===== config.mk =====
export PLATFORM = sky130hd
export DESIGN_NAME = sr_queue_counter
export DESIGN_NICKNAME = d
export VERILOG_FILES = /design/src/rtl/tl_pkg.sv /design/src/rtl/sensor_debounce.sv /design/src/rtl/sr_queue_counter.sv
export SDC_FILE = /design/constraint.sdc
export NUM_CORES = 1
export LEC_CHECK = 0
export CORE_MARGIN = 3
export CORE_UTILIZATION = 30
export CTS_CLUSTER_DIAMETER = 40
export DETAILED_ROUTE_END_ITERATION = 16
export SLEW_MARGIN = 30
export SYNTH_ARGS = -nofsm -noshare
export SYNTH_HDL_FRONTEND = slang
export SYNTH_SLANG_ARGS = --single-unit

===== constraint.sdc =====
create_clock -name clk -period 2.76 [get_ports clk]
set_input_delay 0.414 -clock clk [delete_from_list [all_inputs] [get_ports clk]]
set_output_delay 0.414 -clock clk [all_outputs]
set_load 0.03 [all_outputs]

===== src/rtl/tl_pkg.sv =====
// Shared traffic-light definitions: light encodings, debounce FSM states,
// default counter width and a helper that decides whether the secondary
// road is currently released.
package tl_pkg;

    localparam logic [1:0] LIGHT_DARK   = 2'b00;
    localparam logic [1:0] LIGHT_RED    = 2'b01;
    localparam logic [1:0] LIGHT_YELLOW = 2'b10;
    localparam logic [1:0] LIGHT_GREEN  = 2'b11;

    localparam int CNT_W_DEF = 8;

    typedef enum logic [1:0] {
        LOW      = 2'b00,
        RISE_CHK = 2'b01,
        HIGH     = 2'b10,
        FALL_CHK = 2'b11
    } deb_state_t;

    // Cars may only leave the stop line while the light is yellow or green.
    function automatic logic light_released(input logic [1:0] light);
        return (light == LIGHT_GREEN) || (light == LIGHT_YELLOW);
    endfunction

endpackage


===== src/rtl/sensor_debounce.sv =====
// Loop-detector conditioning: 2-flop synchroniser followed by a debounce
// FSM. evt_o is high for exactly one cycle, in the cycle before the FSM
// enters HIGH; it decodes registered state only, so the raw sensor has no
// combinational path to it. The caller registers it.
module sensor_debounce
    import tl_pkg::*;
#(
    parameter int DEB_CYCLES = 4
) (
    input  logic clk,
    input  logic rst,
    input  logic sensor_i,
    output logic evt_o
);

    localparam logic [3:0] DEB_LAST = 4'(DEB_CYCLES - 1);

    logic       sync1_q;
    logic       sync2_q;
    deb_state_t state_q;
    logic [3:0] cnt_q;

    // Two-stage synchroniser for the asynchronous loop input.
    always_ff @(posedge clk) begin
        if (rst) begin
            sync1_q <= 1'b0;
            sync2_q <= 1'b0;
        end else begin
            sync1_q <= sensor_i;
            sync2_q <= sync1_q;
        end
    end

    // Debounce FSM: a level change is accepted after DEB_CYCLES further
    // consecutive samples at the new level (the sample that leaves a stable
    // state does not count).
    always_ff @(posedge clk) begin
        if (rst) begin
            state_q <= LOW;
            cnt_q   <= '0;
        end else begin
            case (state_q)
                LOW: begin
                    cnt_q <= '0;
                    if (sync2_q) state_q <= RISE_CHK;
                end
                RISE_CHK: begin
                    if (!sync2_q) begin
                        state_q <= LOW;
                        cnt_q   <= '0;
                    end else if (cnt_q == DEB_LAST) begin
                        state_q <= HIGH;
                        cnt_q   <= '0;
                    end else begin
                        cnt_q <= cnt_q + 4'd1;
                    end
                end
                HIGH: begin
                    cnt_q <= '0;
                    if (!sync2_q) state_q <= FALL_CHK;
                end
                FALL_CHK: begin
                    if (sync2_q) begin
                        state_q <= HIGH;
                        cnt_q   <= '0;
                    end else if (cnt_q == DEB_LAST) begin
                        state_q <= LOW;
                        cnt_q   <= '0;
                    end else begin
                        cnt_q <= cnt_q + 4'd1;
                    end
                end
                default: begin
                    state_q <= LOW;
                    cnt_q   <= '0;
                end
            endcase
        end
    end

    assign evt_o = (state_q == RISE_CHK) && sync2_q && (cnt_q == DEB_LAST);

endmodule


===== src/rtl/sr_queue_counter.sv =====
// Secondary-road queue counter. Debounced arrival/departure events drive a
// saturating occupancy count with sticky overflow/underflow flags.
// Departures are only credited while the secondary light is yellow/green.
// Optional feature macro: SRQ_PEAK_EN adds peak_clr/peak_cars and a
// high-water-mark register.
module sr_queue_counter
    import tl_pkg::*;
#(
    parameter int DEB_CYCLES = 4,
    parameter int CNT_W      = CNT_W_DEF,
    parameter int MAX_CNT    = 255
) (
    input  logic             clk,
    input  logic             rst,
    input  logic             arr_sensor,
    input  logic             dep_sensor,
    input  logic [1:0]       SR_ctl,
    output logic [CNT_W-1:0] cars,
    output logic             arr_evt,
    output logic             dep_evt,
    output logic             ovf,
    output logic             udf
`ifdef SRQ_PEAK_EN
    ,
    input  logic             peak_clr,
    output logic [CNT_W-1:0] peak_cars
`endif
);

    localparam logic [CNT_W-1:0] MAX_V = CNT_W'(MAX_CNT);

    logic             arr_fire;
    logic             dep_fire;
    logic             dep_ok;
    logic             arr_evt_q;
    logic             dep_evt_q;
    logic             ovf_q;
    logic             udf_q;
    logic [CNT_W-1:0] cars_q;

    sensor_debounce #(.DEB_CYCLES(DEB_CYCLES)) u_arr_deb (
        .clk      (clk),
        .rst      (rst),
        .sensor_i (arr_sensor),
        .evt_o    (arr_fire)
    );

    sensor_debounce #(.DEB_CYCLES(DEB_CYCLES)) u_dep_deb (
        .clk      (clk),
        .rst      (rst),
        .sensor_i (dep_sensor),
        .evt_o    (dep_fire)
    );

    assign dep_ok = light_released(SR_ctl);

    // Register the event pulses; departures are gated by the light here.
    always_ff @(posedge clk) begin
        if (rst) begin
            arr_evt_q <= 1'b0;
            dep_evt_q <= 1'b0;
        end else begin
            arr_evt_q <= arr_fire;
            dep_evt_q <= dep_fire && dep_ok;
        end
    end

    // Saturating count and sticky flags; a simultaneous arrival and
    // departure cancel without touching either flag.
    always_ff @(posedge clk) begin
        if (rst) begin
            cars_q <= '0;
            ovf_q  <= 1'b0;
            udf_q  <= 1'b0;
        end else begin
            if (dep_fire && !dep_ok) udf_q <= 1'b1;
            case ({arr_evt_q, dep_evt_q})
                2'b10: begin
                    if (cars_q < MAX_V) cars_q <= cars_q + CNT_W'(1);
                    else                ovf_q  <= 1'b1;
                end
                2'b01: begin
                    if (cars_q != '0) cars_q <= cars_q - CNT_W'(1);
                    else              udf_q  <= 1'b1;
                end
                default: ;
            endcase
        end
    end

`ifdef SRQ_PEAK_EN
    logic [CNT_W-1:0] peak_q;

    // High-water mark of the queue; a clear restarts it from the current count.
    always_ff @(posedge clk) begin
        if (rst)                  peak_q <= '0;
        else if (peak_clr)        peak_q <= cars_q;
        else if (cars_q > peak_q) peak_q <= cars_q;
    end

    assign peak_cars = peak_q;
`endif

    assign cars    = cars_q;
    assign arr_evt = arr_evt_q;
    assign dep_evt = dep_evt_q;
    assign ovf     = ovf_q;
    assign udf     = udf_q;

endmodule

==> flow_summary.yaml <==
grt:
  globalRouteTotalUtil_pct: 10.3
  grt_max_degree: 18
  grt_first_pass_wirelength_um: 5230
  overflow: 0
  antenna_found_initial: 0
  grt_pass1_vias: 1204
timing:
  finalMaxSlewViolations: 0
  timing.final.ws_setup_ns: 0.695
  tightest_slew_ns: 0.630
  setup_viol: 0
  slew_headroom_pct: 57.6
  hold_viol_final: 0
  min_period_over_period_pct: 74.8
  setup_tns_ns: 0
  max_freq_mhz: 484
  finalCriticalPeriod_ns: 2.06
  rsz0062_at_grt: "no"
  finClkSkew_ns: 0.00289
power_and_ir_drop:
  irDropWorstVdd_mv: 0.265
  pwr-share-comb_pct: 2.4
  leakage_nw: 0.578
  p_int_w: 0.000544
  swShare_pct: 19.6
  pwr-share-clk_pct: 37.1
  seqPwrFrac_pct: 60.5
  powerDensity_mw_per_mm2: 374
  p_sw_w: 0.000132
routing:
  remaining_drc_errors: 0
  ant_nets: 0
  drt_first_pass_iters: 3
  totalWireLength_um: 2940
  drt_iter0_drc: 95
  vias: 1220
  avgViaCountPerCell: 4.86
  routedWlPerCell_um: 11.7
place:
  postPlaceCellArea_mm2: 0.00175
  portBuffers: 16
  post-place-ws_ns: 0.702
  routabilityCongestion: 0.757
  place_inst: 247
  place_hpwl_um: 2170
cells_and_area:
  layout_common_cells: "dfxtp_1 (28), clkdlybuf4s50_1 (16), nor2_1 (14), nand2_1 (12), a21oi_1 (10)"
  fillers: 537
  drive_above_1_share_pct: 12.0
  diodes: 0
  syn_to_final_growth_pct: 16.1
  nNetsFinal: 197
  design_area_mm2: 0.00181
  stdcell_count: 251
  final_common_cell: "dfxtp_1"
run_status:
  status: "finished, final reports clean"
clock_network:
  cts_hold_buf: 0
  cts_sinks: 28
  postCtsSetupBuffers: 0
  clock_path_buffers: 2
  clk_latency_ns: 0.27
  cts_resized: 0
  cts_root_buf: "clkbuf_8"
  cts_buffers: 3
  tritoncts: "done"
  htreeDepth: 1
  path_clk_slew_ns: 0.09
setup_path:
  crit_type: "reg2reg"
  worstPathArrival_ns: 2.27
  cp_data_required_time_ns: 2.97
  cp-start-kind: "flop"
  critPathMaxFanout: 4
  endpoint_kind: "flop"
yosys:
  ys_seq_elements: 28
  synth_nets: 184
  syn_avg_cell_area_um2: 9.06
  seq_area_frac_synth_pct: 36.0
  synth_cells: 172
  yosysTopAreaCellShare_pct: 36.0
  async_reset_ff_share_pct: 0
  synthTopCellsByArea: "dfxtp_1 (36%), ha_1 (4.8%), xnor2_1 (3.9%)"
  yosysWarningCount: 0
  synth_top_area_cell: "dfxtp_1"
  synth_edf_count: 0
  synth_top_flop_cell: "dfxtp_1"
  synth.distinct_cells: 54
  netlist_area_mm2: 0.00156
min_path:
  hp-class: "reg2reg"
floorplan:
  num_rows: 25
  start_util_pct: 31.9
  pin_count: 18
  die_w_um: 78.1
  dieArea_mm2: 0.00610
  die_h_um: 78.1
  fp.coreArea_mm2: 0.00488
run:
  maxCapViolations: 0
-- power groups by stage --
stage | clock network, W | logic [W] | registers (W)
after global placement | 0 | 0.0000164 | 0.000419
after floorplan | 0 | 0.00000817 | 0.000418
after CTS | 0.000263 | 0.0000168 | 0.000409
final | 0.000251 | 0.0000165 | 0.000409
after global routing | 0.000274 | 0.0000186 | 0.000410
after detailed placement | 0 | 0.0000167 | 0.000419
-- synthesized netlist by cell type (3+ instances only) --
cell and count:
a211oi_1 3, a211oi_2 3, a21oi_1 10, buf_2 3, buf_4 4, dfxtp_1 28
ha_1 6, inv_1 6, nand2_1 12, nand3_1 6, nor2_1 14, nor2b_1 5
nor3_1 4, o21ai_0 4, or3_1 3, xnor2_1 7, xor2_1 5
-- stage by stage --
step	power (W)	hold WS, ns	util (%)
2_1_floorplan	0.000426	0.414	-
3_3_place_gp	0.000435	0.417	35.9
3_5_place_dp	0.000435	0.428	35.9
4_1_cts	0.000689	0.452	37.1
5_1_grt	0.000702	0.459	37.1
6_report	0.000677	0.446	37.1
-- final cells by class --
cell class / instances / area, um^2 / share of cell area, %
Tap cell: 67 / 83.8 / 4.63
Inverter: 8 / 30.0 / 1.66
Multi-Input combinational cell: 126 / 905 / 50.0
Sequential cell: 28 / 561 / 31.0
Timing Repair Buffer: 18 / 175 / 9.68
Clock buffer: 4 / 55.1 / 3.04
-- cells by family (layout without fill, tap and decap cells) --
kind of cell	Yosys count	count (layout)	share of synthesized area, %
AO/OA/AOI/OAI	35	35	17.9
buffers and inverters	18	30	6.02
adder cells (fa/ha/maj)	6	6	4.82
XOR/XNOR	12	12	6.74
AND/OR/NAND/NOR	70	70	26.6
flip-flops	28	28	36.0
multiplexers	3	3	2.01
-- sequential cells by signal, summed over array words and instances (netlist names), named ones only --
name               count
u_arr_deb.cnt_q        4
ovf                    1
cars                   8
u_dep_deb.cnt_q        4
udf                    1
u_arr_deb.state_q      1
u_dep_deb.state_q      1
u_arr_deb.sync2_q      1
dep_evt                1
u_arr_deb.sync1_q      1
arr_evt                1
u_dep_deb.sync1_q      1
u_dep_deb.sync2_q      1
-- routing by layer --
metal	GRT usage [%]	share of wire, %	routed length [um]
met1	11.9	48	1420
met4	3.67	0.82	24
met2	18.7	48	1410
met5	0	0	0
met3	1.95	2.8	83
-- worst max-delay path, stage by stage, from the launching register on --
cell and delay (ns):
dfxtp_1 0.36, inv_1 0.07, ha_1 0.22, xor2_1 0.15, ha_1 0.24, nand4bb_1 0.13, nand4_1 0.20, xnor2_1 0.19
or3_1 0.31, a21oi_1 0.14
-- worst paths after layout --
kind / startpoint / endpoint / slack (ns) / cells past startpoint
setup reg to reg: arr_evt / cars[4] / 0.70 / 9
hold reg to reg: u_arr_deb.sync1_q / u_arr_deb.sync2_q / 0.45 / 1
setup / recovery: arr_evt / cars[4] / 0.70 / 9
hold / removal: u_arr_deb.sync1_q / u_arr_deb.sync2_q / 0.45 / 1
(Power assumes the default switching activity.)
